<file path="config.mk">
export PLATFORM = sky130hd
export DESIGN_NAME = sram_like_mem_slave
export DESIGN_NICKNAME = d
export VERILOG_FILES = /design/src/rtl/sram_like_mem_slave.sv
export SDC_FILE = /design/constraint.sdc
export NUM_CORES = 1
export LEC_CHECK = 0
export CAP_MARGIN = 0
export CORE_ASPECT_RATIO = 1.25
export CORE_MARGIN = 2
export CORE_UTILIZATION = 29
export CTS_BUF_LIST = sky130_fd_sc_hd__clkbuf_4 sky130_fd_sc_hd__clkbuf_8 sky130_fd_sc_hd__clkbuf_16
export DETAILED_ROUTE_END_ITERATION = 7
export PLACE_DENSITY_LB_ADDON = 0.2
export SLEW_MARGIN = 20
export SYNTH_ARGS = -nofsm -noshare
export SYNTH_HDL_FRONTEND = slang
export SYNTH_SLANG_ARGS = --single-unit
</file>
<file path="constraint.sdc">
create_clock -name clk -period 1.56 [get_ports clk]
set_input_delay 0.312 -clock clk [delete_from_list [all_inputs] [get_ports clk]]
set_output_delay 0.312 -clock clk [all_outputs]
set_load 0.1 [all_outputs]
</file>
<file path="src/rtl/sram_like_mem_slave.sv">
// Purpose : responder end of the sram-like bus; fronts a synchronous single-port
//           block RAM (1-cycle read) and answers each accepted request with data_ok.
// Latency : data_ok exactly LATENCY cycles after the address handshake (LATENCY 1..15).
// Backpressure: one outstanding request; addr_ok is low from the handshake until the
//           cycle after data_ok, so a held req is re-accepted every LATENCY+1 cycles.
//
// Ports:
//   clk, rst              clock (rising edge) and asynchronous active-high reset
//   req, wr, size, addr,  request side from the master; master holds req until addr_ok
//   wdata
//   addr_ok, data_ok,     handshake, response pulse, read word, misalign/illegal flag
//   rdata, misalign
//   ram_en, ram_wen,      block RAM control; ram_rdata is valid the cycle after a
//   ram_addr, ram_wdata,  ram_en read
//   ram_rdata

module sram_like_mem_slave #(
    parameter int ADDR_WIDTH = 16,
    parameter int LATENCY    = 1
) (
    input  logic                  clk,
    input  logic                  rst,
    input  logic                  req,
    input  logic                  wr,
    input  logic [1:0]            size,
    input  logic [31:0]           addr,
    input  logic [31:0]           wdata,
    output logic                  addr_ok,
    output logic                  data_ok,
    output logic [31:0]           rdata,
    output logic                  misalign,
    output logic                  ram_en,
    output logic [3:0]            ram_wen,
    output logic [ADDR_WIDTH-1:0] ram_addr,
    output logic [31:0]           ram_wdata,
    input  logic [31:0]           ram_rdata
);

    typedef enum logic {
        S_IDLE = 1'b0,
        S_WAIT = 1'b1
    } state_t;

    localparam logic [3:0] CNT_INIT = 4'(LATENCY - 1);

    state_t      state;
    state_t      state_nxt;
    logic [3:0]  cnt;
    logic        wr_q;
    logic        mis_q;
    logic        first_q;
    logic [31:0] cap_q;
    logic [31:0] rdata_q;

    logic        hs;
    logic        req_mis;
    logic        last;
    logic [3:0]  wen_aligned;
    logic [31:0] resp_data;
    logic        unused_addr_hi;

    // Address bits above the RAM index alias onto the same words.
    assign unused_addr_hi = ^addr[31:ADDR_WIDTH+2];

    assign ram_addr  = addr[ADDR_WIDTH+1:2];
    assign ram_wdata = wdata;

    // Handshake is gated by rst so nothing is accepted while reset is asserted.
    assign hs   = req && (state == S_IDLE) && !rst;
    assign last = (state == S_WAIT) && (cnt == 4'd0);

    // Illegal size or an address not aligned to the access size.
    always_comb begin
        req_mis = 1'b0;
        case (size)
            2'd0:    req_mis = 1'b0;
            2'd1:    req_mis = addr[0];
            2'd2:    req_mis = (addr[1:0] != 2'b00);
            default: req_mis = 1'b1;
        endcase
    end

    // Lane enables for an aligned write; master already placed data on its lanes.
    always_comb begin
        wen_aligned = 4'b0000;
        case (size)
            2'd0:    wen_aligned = 4'b0001 << addr[1:0];
            2'd1:    wen_aligned = addr[1] ? 4'b1100 : 4'b0011;
            2'd2:    wen_aligned = 4'b1111;
            default: wen_aligned = 4'b0000;
        endcase
    end

    // With LATENCY 1 the response lands in the same cycle the RAM data appears,
    // so the captured copy is not yet available and the RAM output is used directly.
    always_comb begin
        resp_data = 32'd0;
        if (!wr_q) begin
            resp_data = (LATENCY == 1) ? ram_rdata : cap_q;
        end
    end

    // ---------------- FSM: state register ----------------
    always_ff @(posedge clk or posedge rst) begin
        if (rst) begin
            state <= S_IDLE;
        end else begin
            state <= state_nxt;
        end
    end

    // ---------------- FSM: next state ----------------
    always_comb begin
        state_nxt = state;
        case (state)
            S_IDLE:  if (hs)   state_nxt = S_WAIT;
            S_WAIT:  if (last) state_nxt = S_IDLE;
            default:           state_nxt = S_IDLE;
        endcase
    end

    // ---------------- FSM: outputs ----------------
    always_comb begin
        addr_ok  = 1'b0;
        ram_en   = 1'b0;
        ram_wen  = 4'b0000;
        data_ok  = 1'b0;
        misalign = 1'b0;
        case (state)
            S_IDLE: begin
                addr_ok = req && !rst;
                ram_en  = hs;
                if (hs && wr && !req_mis) begin
                    ram_wen = wen_aligned;
                end
            end
            S_WAIT: begin
                data_ok  = last;
                misalign = last && mis_q;
            end
            default: ;
        endcase
    end

    assign rdata = data_ok ? resp_data : rdata_q;

    // ---------------- transaction bookkeeping ----------------
    always_ff @(posedge clk or posedge rst) begin
        if (rst) begin
            cnt     <= 4'd0;
            wr_q    <= 1'b0;
            mis_q   <= 1'b0;
            first_q <= 1'b0;
            cap_q   <= 32'd0;
            rdata_q <= 32'd0;
        end else begin
            if (hs) begin
                cnt     <= CNT_INIT;
                wr_q    <= wr;
                mis_q   <= req_mis;
                first_q <= 1'b1;
            end else if (state == S_WAIT) begin
                first_q <= 1'b0;
                if (cnt != 4'd0) begin
                    cnt <= cnt - 4'd1;
                end
                // RAM output is valid only in the first cycle after the access.
                if (first_q) begin
                    cap_q <= ram_rdata;
                end
            end
            // Keep the last response visible between data_ok pulses.
            if (data_ok) begin
                rdata_q <= resp_data;
            end
        end
    end

endmodule

</file>
==> qor.yml <==
synthesis:
  yosysWarnings: 0
  synthArstFlopShare_pct: 100.0
  yosys-top-cells-area: "dfrtp_1 44%, buf_4 16%, nand2b_1 9.1%, o21ai_0 8.2%, nand2_1 6.7%"
  synth_flop_cell: "dfrtp_1"
  netlist_area_um2: 2198
  synth.distinct_cells: 29
  ys_seq_elements: 39
  yosysTopAreaCell: "dfrtp_1"
  synth_top_cells_by_count: "48 x buf_4, 39 x dfrtp_1, 39 x nand2_1, 36 x o21ai_0, 32 x nand2b_1"
  synth_seq_area_share_pct: 44.39
  synthCells: 244
  syn-num-nets: 347
  synth_top_area_share_pct: 44.39
  yosysMostFrequentCell: "buf_4"
  synth-edff-count: 0
  synth.avg_cell_area_um2: 9.010
sta:
  slew_headroom_pct: 75.19
  slew_violations: 0
  skew_ns: 0.007852
  fmax_mhz: 471.7
  timing.final.ws_setup_ns: -0.5600
  setup_viol: 40
  min_period_over_period_pct: 135.9
  hold_viol_final: 0
  period_minus_slack_ns: 2.120
  rsz0062_at_grt: "yes"
  tightest_slew_ns: 0.3670
drt:
  drc: 0
  first_pass_iters: 4
  vias: 1850
  routed_wirelength_um: 5598
  viasPerCell: 4.469
  postRouteAntennaNets: 0
  avgRoutedWirePerCell_um: 13.52
  drt_iter0_markers: 37
clocking:
  htree_levels: 2
  cts.clk_slew.worst_paths_ns: 0.08
  cts.sinks: 39
  holdBufCountCts: 0
  numCtsBuffers: 5
  cts_tree: "done"
  cts_buffer_depth: 2
  clock_latency_ns: 0.28
  cts-root-buf: "clkbuf_8"
grt:
  overflow: 0
  grt_pass1_vias: 1829
  grt.total_usage_pct: 13.27
  antenna_found_initial: 0
  grt_max_degree: 40
  grt_pass1_wl_um: 8535
setup_path:
  rr_worst_depth: 9
  r2r-end: "rdata_q[8]"
  end_kind: "output pin"
  rrSetupSlack_ns: 0.04
  crit_arrival_ns: 1.81
  max_stage_delay_ns: 0.39
  cp_cell_sequence: "inv_2 > ha_4 > nand4bb_4 > buf_12 > clkbuf_16 > o21ai_4 > buf_12"
  timing.rr.start: "cnt[0]"
  crit_type: "flop to output pin"
  cp_slowest_cell: "dfrtp_1"
  cp_max_fo: 8
  timing.critical_path.mode_cell: "buf_12"
  critPathTopFamily: "buffers and inverters"
  required_ns: 1.25
  worst-path-buf-inv: 4
  cp-start-kind: "flop"
floorplan:
  io_pins: 190
  die-area_um2: 8298
  dieHeight_um: 101.3
  start_util_pct: 29.88
  core_region_area_um2: 7357
  placementRows: 35
  die_w_um: 81.88
job:
  maxCapViolCount: 0
run_status:
  status: "complete, but fails checks"
  failed_checks: "negative setup slack"
place:
  dp_hpwl_um: 3682
  io_buffers: 79
  placed_area_um2: 3839
  gp_congestion: 0.6969
finish:
  fin_nets: 425
  n_fill_cell: 605
  area_growth_pct: 100.5
  num_antenna_cells: 0
  final_area_um2: 4407
  multiInputGateArea_um2: 1308
  layout-drive-gt1-share_pct: 54.97
  register_area_um2: 975.9
worst_hold_path:
  worstHoldPathType: "primary input to async pin"
## cell usage in the layout (no fill, tap or decap), types with 2 or more instances in the layout
cell,instances
clkbuf_8,5
nand2_4,10
dfrtp_1,39
buf_6,7
nor4b_1,2
o21ai_0,4
clkdlybuf4s50_1,37
nand2_2,19
nor3_4,2
nand3_1,2
nand2_1,10
nor2_1,3
inv_2,3
mux2i_1,3
buf_12,44
buf_16,5
clkbuf_16,4
buf_4,33
o21ai_4,32
dlygate4sd2_1,2
nand2b_1,32
inv_1,3
## worst max-delay path by stage
stage / from / end / slack, ns / cells after the start
after floorplan: state / ram_wen[0] / -1.02 / 5
after global placement: rst / ram_wen[0] / -0.73 / 7
after detailed placement: rst / ram_wen[0] / -0.73 / 7
after CTS: state / ram_wen[0] / -0.58 / 6
after global routing: state / ram_wen[0] / -0.65 / 5
final: cnt[0] / rdata[29] / -0.56 / 7
## routing by layer
layer,global-route usage [%],wire length [um]
met5,0,0
met3,4.367,319
met2,23.20,3145
met4,3.718,9
met1,15.32,2124
## tightest hold or removal path, stage by stage
cell	delay, ns
dlygate4sd2_1	0.24
buf_4	0.13
clkinv_1	0.06
buf_12	0.23
## layout make-up
class / instances / area share (%)
inverter: 9 / 1.221
clock buffer: 6 / 1.732
multi-input combinational: 134 / 29.67
tap: 92 / 2.612
sequential: 39 / 22.15
timing repair buffer: 133 / 41.94
clock inverter: 1 / 0.6814
## what timing repair did
item / CTS / global route
cloned: 2 / 5
buffers inserted: 7 / 9
pin swaps: 4 / 17
resized for setup: 19 / 40
endpoints found under the setup margin: 40 / 53
## cell families after synthesis
group	Yosys count	share of synthesized area (%)
mux	3	1.366
simple gates	86	20.77
fa+ha+maj	1	0.5691
flops	39	44.39
xor+xnor	1	0.3985
compound gates	43	11.16
buf+inv	71	21.34
## registers in the layout, indices dropped and copies added, names as in the netlist
register	cells
rdata_q	32
cnt	4
mis_q	1
state	1
wr_q	1
## stage by stage
| step | hold slack [ns] | instances | utilization (%) | setup WS (ns) | TNS (ns) |
|---|---|---|---|---|---|
| finish | 0.3123 | 414 | 59.90 | -0.5600 | -19.54 |
| global route | 0.3368 | 414 | 59.90 | -0.6500 | -23.05 |
| CTS | 0.3106 | 404 | 55.92 | -0.5787 | -19.89 |
| detailed placement | 0.4753 | 389 | 52.18 | -0.7320 | -9.404 |
| global placement | 0.4770 | 389 | 52.18 | -0.7289 | -8.979 |
| floorplan | 0.4497 | 244 | - | -1.019 | -22.67 |
Power is left out: the tool's default activity adds up to more than one toggle a clock period on the data nets, which glitch-free logic cannot reach.
